[config.mk]
export PLATFORM = sky130hd
export DESIGN_NAME = sub_32bit_seq
export DESIGN_NICKNAME = d
export VERILOG_FILES = /design/src/rtl/sub_32bit_seq.sv
export SDC_FILE = /design/constraint.sdc
export NUM_CORES = 1
export LEC_CHECK = 0
export ABC_AREA = 1
export CAP_MARGIN = 20
export CORE_MARGIN = 4
export CORE_UTILIZATION = 34
export CTS_BUF_LIST = sky130_fd_sc_hd__clkbuf_8 sky130_fd_sc_hd__clkbuf_16
export DETAILED_ROUTE_END_ITERATION = 6
export GPL_TIMING_DRIVEN = 1
export PLACE_DENSITY = 0.53
export SLEW_MARGIN = 25
export SYNTH_ARGS = -nofsm -noshare
export SYNTH_HDL_FRONTEND = slang
export SYNTH_SLANG_ARGS = --single-unit
[constraint.sdc]
create_clock -name clk -period 2.1 [get_ports clk]
set_input_delay 0.315 -clock clk [delete_from_list [all_inputs] [get_ports clk]]
set_output_delay 0.315 -clock clk [all_outputs]
set_load 0.02 [all_outputs]
[src/rtl/sub_32bit_seq.sv]
// Sequential 32-bit subtractor: one CHUNK-bit slice per cycle, LSB slice first.
// Define SUB_32BIT_SEQ_OVF_EN to add the signed-overflow output ovf.
module sub_32bit_seq #(
  parameter int unsigned CHUNK = 8
) (
  input  logic        clk,
  input  logic        rst,
  input  logic        start,
  input  logic [32:1] a,
  input  logic [32:1] b,
  output logic        busy,
  output logic        done,
  output logic [32:1] y,
  output logic        borrow
`ifdef SUB_32BIT_SEQ_OVF_EN
  ,
  output logic        ovf
`endif
);

  localparam int unsigned NumSlices = 32 / CHUNK;
  localparam int unsigned CntW      = 6;
  localparam logic [CntW-1:0] LastSlice = CntW'(NumSlices - 1);

  if (CHUNK != 1 && CHUNK != 2 && CHUNK != 4 && CHUNK != 8 && CHUNK != 16 && CHUNK != 32)
  begin : gen_chunk_check
    $error("sub_32bit_seq: CHUNK must be one of 1, 2, 4, 8, 16, 32");
  end

  typedef enum logic [1:0] {StIdle, StRun, StDone} state_e;

  state_e          state_q;
  logic [31:0]     a_sh_q, b_sh_q, res_q, y_q;
  logic            brw_in_q, busy_q, done_q, borrow_q;
  logic [CntW-1:0] cnt_q;
`ifdef SUB_32BIT_SEQ_OVF_EN
  logic            a_msb_q, b_msb_q, ovf_q;
`endif

  logic [CHUNK-1:0] d_slice;
  logic             brw_out;
  logic [31:0]      res_next;

  // Slice difference; the extra top bit of the widened subtraction is the borrow-out.
  always_comb begin
    {brw_out, d_slice} = {1'b0, a_sh_q[CHUNK-1:0]} - {1'b0, b_sh_q[CHUNK-1:0]}
                         - {{CHUNK{1'b0}}, brw_in_q};
    res_next = (res_q >> CHUNK) | (32'(d_slice) << (32 - CHUNK));
  end

  always_ff @(posedge clk) begin
    if (rst) begin
      state_q  <= StIdle;
      a_sh_q   <= '0;
      b_sh_q   <= '0;
      res_q    <= '0;
      y_q      <= '0;
      brw_in_q <= 1'b0;
      busy_q   <= 1'b0;
      done_q   <= 1'b0;
      borrow_q <= 1'b0;
      cnt_q    <= '0;
`ifdef SUB_32BIT_SEQ_OVF_EN
      a_msb_q  <= 1'b0;
      b_msb_q  <= 1'b0;
      ovf_q    <= 1'b0;
`endif
    end else begin
      done_q <= 1'b0;
      unique case (state_q)
        StIdle: begin
          if (start) begin
            a_sh_q   <= a;
            b_sh_q   <= b;
            res_q    <= '0;
            brw_in_q <= 1'b0;
            cnt_q    <= '0;
            busy_q   <= 1'b1;
`ifdef SUB_32BIT_SEQ_OVF_EN
            a_msb_q  <= a[32];
            b_msb_q  <= b[32];
`endif
            state_q  <= StRun;
          end
        end
        StRun: begin
          a_sh_q   <= a_sh_q >> CHUNK;
          b_sh_q   <= b_sh_q >> CHUNK;
          res_q    <= res_next;
          brw_in_q <= brw_out;
          cnt_q    <= cnt_q + 1'b1;
          // Result registers load on the edge entering DONE so they are valid with done.
          if (cnt_q == LastSlice) begin
            busy_q   <= 1'b0;
            done_q   <= 1'b1;
            y_q      <= res_next;
            borrow_q <= brw_out;
`ifdef SUB_32BIT_SEQ_OVF_EN
            ovf_q    <= (a_msb_q != b_msb_q) && (res_next[31] != a_msb_q);
`endif
            state_q  <= StDone;
          end
        end
        StDone: begin
          state_q <= StIdle;
        end
        default: begin
          state_q <= StIdle;
        end
      endcase
    end
  end

  assign busy   = busy_q;
  assign done   = done_q;
  assign y      = y_q;
  assign borrow = borrow_q;
`ifdef SUB_32BIT_SEQ_OVF_EN
  assign ovf    = ovf_q;
`endif

endmodule

==> results of run 1 <==
-- logic make-up after synthesis --
logic type	count (synthesis)
compound gates	126
xor+xnor	3
fa+ha+maj	17
buf+inv	116
flops	132
simple gates	344
-- worst min path at each step --
stage / startpoint / to / slack, ns / depth (start not counted)
2_1_floorplan: res_q[8]$_SDFFE_PP0P_ / y[1]$_SDFFE_PP0P_ / 0.42 / 2
3_3_place_gp: res_q[9]$_SDFFE_PP0P_ / y[2]$_SDFFE_PP0P_ / 0.44 / 2
3_5_place_dp: res_q[9]$_SDFFE_PP0P_ / y[2]$_SDFFE_PP0P_ / 0.43 / 2
4_1_cts: rst / state_q[1]$_SDFFE_PP0P_ / 0.33 / 4
5_1_grt: rst / busy$_SDFFE_PP0P_ / 0.33 / 3
6_report: rst / y[16]$_SDFFE_PP0P_ / 0.31 / 4
-- stage by stage --
step                setup WS (ns)  power [W]  std cells   TNS, ns
floorplan                  0.3046   0.003239        738         0
global placement           0.1847   0.003524       1027         0
detailed placement         0.1612   0.003542       1027         0
CTS                        0.1446   0.006576       1059         0
global route             -0.01879   0.006820       1059  -0.04511
finish                     0.1224   0.006505       1059         0
-- area by class of cell --
class	instances	area (sq um)	share of cell area, %
Clock buffer	19	452.9	6.198
Multi-Input combinational cell	490	2352	32.19
Sequential cell	132	2643	36.16
Tap cell	216	270.3	3.698
Timing Repair Buffer	112	1139	15.58
Clock inverter	13	157.7	2.157
Inverter	77	294.0	4.023
-- power breakdown --
group	total [W]	internal, W	switching, W
registers	0.00267	0.00261	0.0000597
clock network	0.00302	0.00192	0.00110
logic	0.000815	0.000348	0.000467
-- worst max-delay path: stages (launching register included) --
cell and delay [ns]:
dfxtp_1 0.34, inv_1 0.06, fa_2 0.54, inv_1 0.05
ha_1 0.16, o21ai_0 0.16, nand2_1 0.13, xor2_1 0.26
nand2_1 0.08, a21oi_1 0.12
-- cell usage after synthesis, drive strengths merged --
cell	count
nor2	10
buf	24
o22ai	2
xnor2	1
o211ai	12
nand3	12
a31oi	15
a22oi	16
a21oi	64
o21a	2
nor3	1
clkinv	1
dfxtp	132
o221ai	3
ha	15
nand4	1
inv	76
clkbuf	15
xor2	2
o21ai	12
nand2	320
fa	2
-- layer usage --
layer	GRT usage, %	wire length (um)	vias up
met4	5.207	144	0
met1	20.48	6479	2175
met2	24.35	6292	124
li1	-	-	2521
met5	0	0	-
met3	4.173	735	10
-- repair_timing --
item / in CTS / in global routing
gates resized for setup: 0 / 3
setup endpoints to repair: 0 / 5
endpoints found under the hold margin: 0 / 0
-- state kept, by name, summed over array words and instances (netlist names) --
| name | cells |
|---|---|
| borrow | 1 |
| brw_in_q | 1 |
| y | 32 |
| res_q | 24 |
| a_sh_q | 32 |
| cnt_q | 6 |
| b_sh_q | 32 |
| state_q | 2 |
| busy | 1 |
| done | 1 |
==> impl_metrics.py, run 1 <==
metrics = {
    "clock_network": {
        "tritoncts": "built",
        "cts_sinks": 132,
        "cts_root_buf": "clkbuf_16",
        "cts_hold_buf": 0,
        "cts_buffer_depth": 2,
        "worstSkewPairLatency_ns": 0.41,
        "cts_setup_buffers": 0,
        "clk_pin_slew_ns": 0.06,
        "numCtsBuffers": 17,
        "cts_htree_levels": 4,
    },
    "grt": {
        "grt_max_degree": 74,
        "grt_pass1_wl_um": 22420,
        "grt.overflow.total": 0,
        "grt_pass1_vias": 4641,
        "antenna_found_initial": 0,
        "grt_use_total_pct": 15.41,
    },
    "logic_synthesis": {
        "post_synth_mux_area_share_pct": 0,
        "synth_compound_area_share_pct": 13.45,
        "ys_seq_area_share_pct": 48.15,
        "syn_inst": 738,
        "netlist_area_sq_um": 5488,
        "yosysTopAreaCell": "dfxtp_1",
        "syn_nets": 822,
        "synth_top_family_by_area": "simple AND/OR/NAND/NOR gates",
        "synth_warnings": 0,
        "ys_top_cells_by_area": "dfxtp_1 (48%), nand2_1 (22%), a21oi_1 (5.8%)",
        "synth_top_area_share_pct": 48.15,
        "synth_xor_area_share_pct": 0.4788,
        "synthAdderAreaFrac_pct": 4.150,
        "synth-seq-cells": 132,
        "yosys.area_share.simple_pct": 24.46,
        "ys_types": 31,
        "syn_avg_cell_area_sq_um": 7.436,
    },
    "run": {
        "drv_cap": 0,
    },
    "drt": {
        "drt_wl_total_um": 13650,
        "wl_per_cell_um": 12.89,
        "dr.pass1.iters": 4,
        "drt_iter0_drc": 343,
        "ant_nets": 0,
        "drc": 0,
        "vias": 4830,
        "vias_per_cell": 4.561,
    },
    "critical_path": {
        "worst-setup-path-type": "reg2reg",
        "required_ns": 2.44,
        "worst_setup_path_start_kind": "flip-flop",
        "reg2regPathDepth": 9,
        "r2r_start": "brw_in_q$_SDFFE_PP0P_",
        "rrSetupSlack_ns": 0.12,
        "critPathMaxFanout": 3,
        "end_kind": "flip-flop",
        "cp.arrival_ns": 2.32,
        "crit_path_end": "res_q[27]$_SDFFE_PP0P_",
        "r2r-end": "res_q[27]$_SDFFE_PP0P_",
        "crit_start": "brw_in_q$_SDFFE_PP0P_",
    },
    "floorplanning": {
        "die_width_um": 135.0,
        "die_area_sq_um": 18240,
        "core_sq_um": 15830,
        "io-pin-count": 102,
        "die_height_um": 135.0,
        "rows": 46,
        "start_util_pct": 34.67,
    },
    "placement": {
        "hpwl_um": 9369,
        "portBuffers": 101,
        "place_area_sq_um": 6688,
        "gp_congestion": 0.8022,
    },
    "layout": {
        "num-fill-cells": 1627,
        "final_common_cell": "nand2_1",
        "drive_gt1_share_pct": 6.524,
        "final_cell_mix": "nand2_1 (317), dfxtp_1 (132), clkdlybuf4s50_1 (100)",
        "area_growth_pct": 33.17,
        "final_cell_area_sq_um": 7308,
        "final_util_pct": 46.17,
        "final_nets": 914,
        "diodes": 0,
    },
    "pwr": {
        "p_per_area_nw_per_um2": 890.1,
        "vdd_drop_max_uv": 578.5,
        "p_leak_nw": 3.080,
    },
    "timing": {
        "tightest_slew_ns": 0.8033,
        "period_share_pct": 94.17,
        "setup_viol": 0,
        "fmax_mhz": 505.7,
        "relSlewSlack_pct": 46.45,
        "holdWs_ns": 0.3052,
        "skew_ns": 0.007126,
        "period_minus_slack_ns": 1.978,
        "maxSlewViolCount": 0,
        "grt_setup_unrepaired": "true",
        "hold_viol": 0,
    },
    "status": {
        "status": "finished clean",
    },
    "min_path": {
        "min_path_type": "in2reg",
    },
}
No activity file was read; power rests on OpenSTA's default activity.
==> run 2: changes to the inputs <==
- CAP_MARGIN: 20 -> 25
- CELL_PAD_IN_SITES_DETAIL_PLACEMENT: default -> 0
- CELL_PAD_IN_SITES_GLOBAL_PLACEMENT: default -> 2
- CORE_UTILIZATION: 34 -> 29
- PLACE_DENSITY: 0.53 -> 0.75
==> run 2 against run 1 <==
Effect of this change: worst hold slack improved by 0.043 ns; clock-buffer cell count shrank 2; die area is 16% higher; combinational power is essentially flat; register-to-register slack gained 0.07 ns; flip-flop and latch count is the same; non-clock buffer count stayed put; wire length rose by 6.3%; first-iteration DRC count fell by 39%; sequential share of layout area is 0.056 points lower; core utilization shrank 6.9 points; global-route usage down 1.5 points; critical path type unchanged; largest cell class unchanged.
==> impl_metrics.py, run 2 (same netlist as run 1, synthesis figures left out) <==
metrics = {
    "floorplanning": {
        "die_area_sq_um": 21190,
        "die_height_um": 145.6,
        "start_util_pct": 29.44,
        "core_sq_um": 18640,
        "io-pin-count": 102,
        "rows": 50,
        "die_width_um": 145.6,
    },
    "timing": {
        "fin_ws_ns": 0.1874,
        "hold_viol": 0,
        "period_share_pct": 91.07,
        "fmax_mhz": 522.9,
        "period_minus_slack_ns": 1.913,
        "setup_viol": 0,
        "relSlewSlack_pct": 44.25,
        "skew_ns": 0.01580,
        "fin_tns_setup_ns": 0,
        "grt_setup_unrepaired": "true",
        "tightest_slew_ns": 0.8354,
        "maxSlewViolCount": 0,
        "holdWs_ns": 0.3482,
    },
    "pwr": {
        "p_per_area_nw_per_um2": 892.0,
        "netSwitchingFraction_pct": 25.99,
        "vdd_drop_max_uv": 563.1,
        "intPower_w": 0.004832,
        "combPwrFrac_pct": 12.4,
        "seq_power_share_pct": 40.9,
        "power.switching_w": 0.001697,
        "pwr-share-clk_pct": 46.6,
        "finalPower_w": 0.006529,
        "p_leak_nw": 3.072,
    },
    "clock_network": {
        "cts_root_buf": "clkbuf_16",
        "cts_buffer_depth": 2,
        "clk_pin_slew_ns": 0.06,
        "numCtsBuffers": 17,
        "cts_hold_buf": 0,
        "worstSkewPairLatency_ns": 0.42,
        "cts_sinks": 132,
        "tritoncts": "built",
        "cts_htree_levels": 4,
    },
    "critical_path": {
        "worst_setup_path_start_kind": "flip-flop",
        "rrSetupSlack_ns": 0.19,
        "end_kind": "flip-flop",
        "cp.arrival_ns": 2.27,
        "required_ns": 2.46,
        "worst-setup-path-type": "reg2reg",
        "critPathMaxFanout": 20,
    },
    "drt": {
        "ant_nets": 0,
        "vias_per_cell": 4.466,
        "drc": 0,
        "drt_iter0_drc": 210,
        "drt_wl_total_um": 14510,
        "wl_per_cell_um": 13.47,
        "vias": 4810,
        "dr.pass1.iters": 4,
    },
    "grt": {
        "grt_max_degree": 74,
        "grt_pass1_wl_um": 23980,
        "grt.overflow.total": 0,
        "grt_use_total_pct": 13.89,
        "grt_pass1_vias": 4692,
        "antenna_found_initial": 1,
    },
    "placement": {
        "gp_congestion": 0.7859,
        "hpwl_um": 10130,
        "dpl_worst_slack_ns": 0.1309,
        "portBuffers": 101,
    },
    "layout": {
        "drive_gt1_share_pct": 6.524,
        "area_growth_pct": 33.38,
        "final_common_cell": "nand2_1",
        "final_nets": 914,
        "final_cell_mix": "nand2_1 (317), dfxtp_1 (132), clkdlybuf4s50_1 (100)",
        "diodes": 0,
    },
    "run": {
        "drv_cap": 0,
    },
    "min_path": {
        "min_path_type": "in2reg",
    },
    "status": {
        "status": "finished clean",
    },
}
-- run 2: cell type report --
cell class	count	area, sq um
Clock buffer	17	425.4
Clock inverter	15	181.4
Fill cell	1974	11320
Inverter	77	294.0
Multi-Input combinational cell	490	2345
Sequential cell	132	2643
Tap cell	234	292.8
Timing Repair Buffer	112	1139
-- run 2: power by group through the flow --
stage / logic (W) / clock network [W] / registers, W
finish: 0.000812 / 0.00305 / 0.00267
global route: 0.000926 / 0.00324 / 0.00268
global placement: 0.000818 / 0 / 0.00273
detailed placement: 0.000825 / 0 / 0.00273
floorplan: 0.000533 / 0 / 0.00271
CTS: 0.000827 / 0.00313 / 0.00267
-- run 2: through the flow --
| step | util, % | instance area, sq um | cells |
|---|---|---|---|
| 6_report | 39.26 | 7320 | 1077 |
| 5_1_grt | 39.26 | 7320 | 1077 |
| 4_1_cts | 39.25 | 7317 | 1077 |
| 3_5_place_dp | 35.99 | 6710 | 1045 |
| 3_3_place_gp | 35.99 | 6710 | 1045 |
| 2_1_floorplan | - | 5488 | 738 |
-- run 2: per-layer routing --
layer  global-route usage, %  up-vias  share of wire [%]
li1                        -     2518                  -
met1                   17.51     2172                 48
met2                   22.81      109                 46
met3                   4.765        9                5.2
met4                   3.704        2               0.62
met5                       0        -              0.090
-- run 2: path summary, 6_finish.rpt --
check                               from                  to  depth (start not counted)
setup reg to reg   cnt_q[0]$_SDFFE_PP0P_  y[23]$_SDFFE_PP0P_                          7
setup / recovery   cnt_q[0]$_SDFFE_PP0P_  y[23]$_SDFFE_PP0P_                          7
hold reg to reg   res_q[10]$_SDFFE_PP0P_   y[3]$_SDFFE_PP0P_                          2
hold / removal                       rst   y[6]$_SDFFE_PP0P_                          4
-- run 2: what timing repair did --
action                     CTS  global route
buffers inserted             0             0
setup endpoints to repair    0             4
resized for setup            0             1
-- run 2: critical path: stages, from the launching register on --
cell and delay (ns):
dfxtp_1 0.33, ha_1 0.25, nand3_2 0.13, nor2_4 0.05, nor2_2 0.63, buf_4 0.33
nand2_1 0.07, nand2_1 0.06
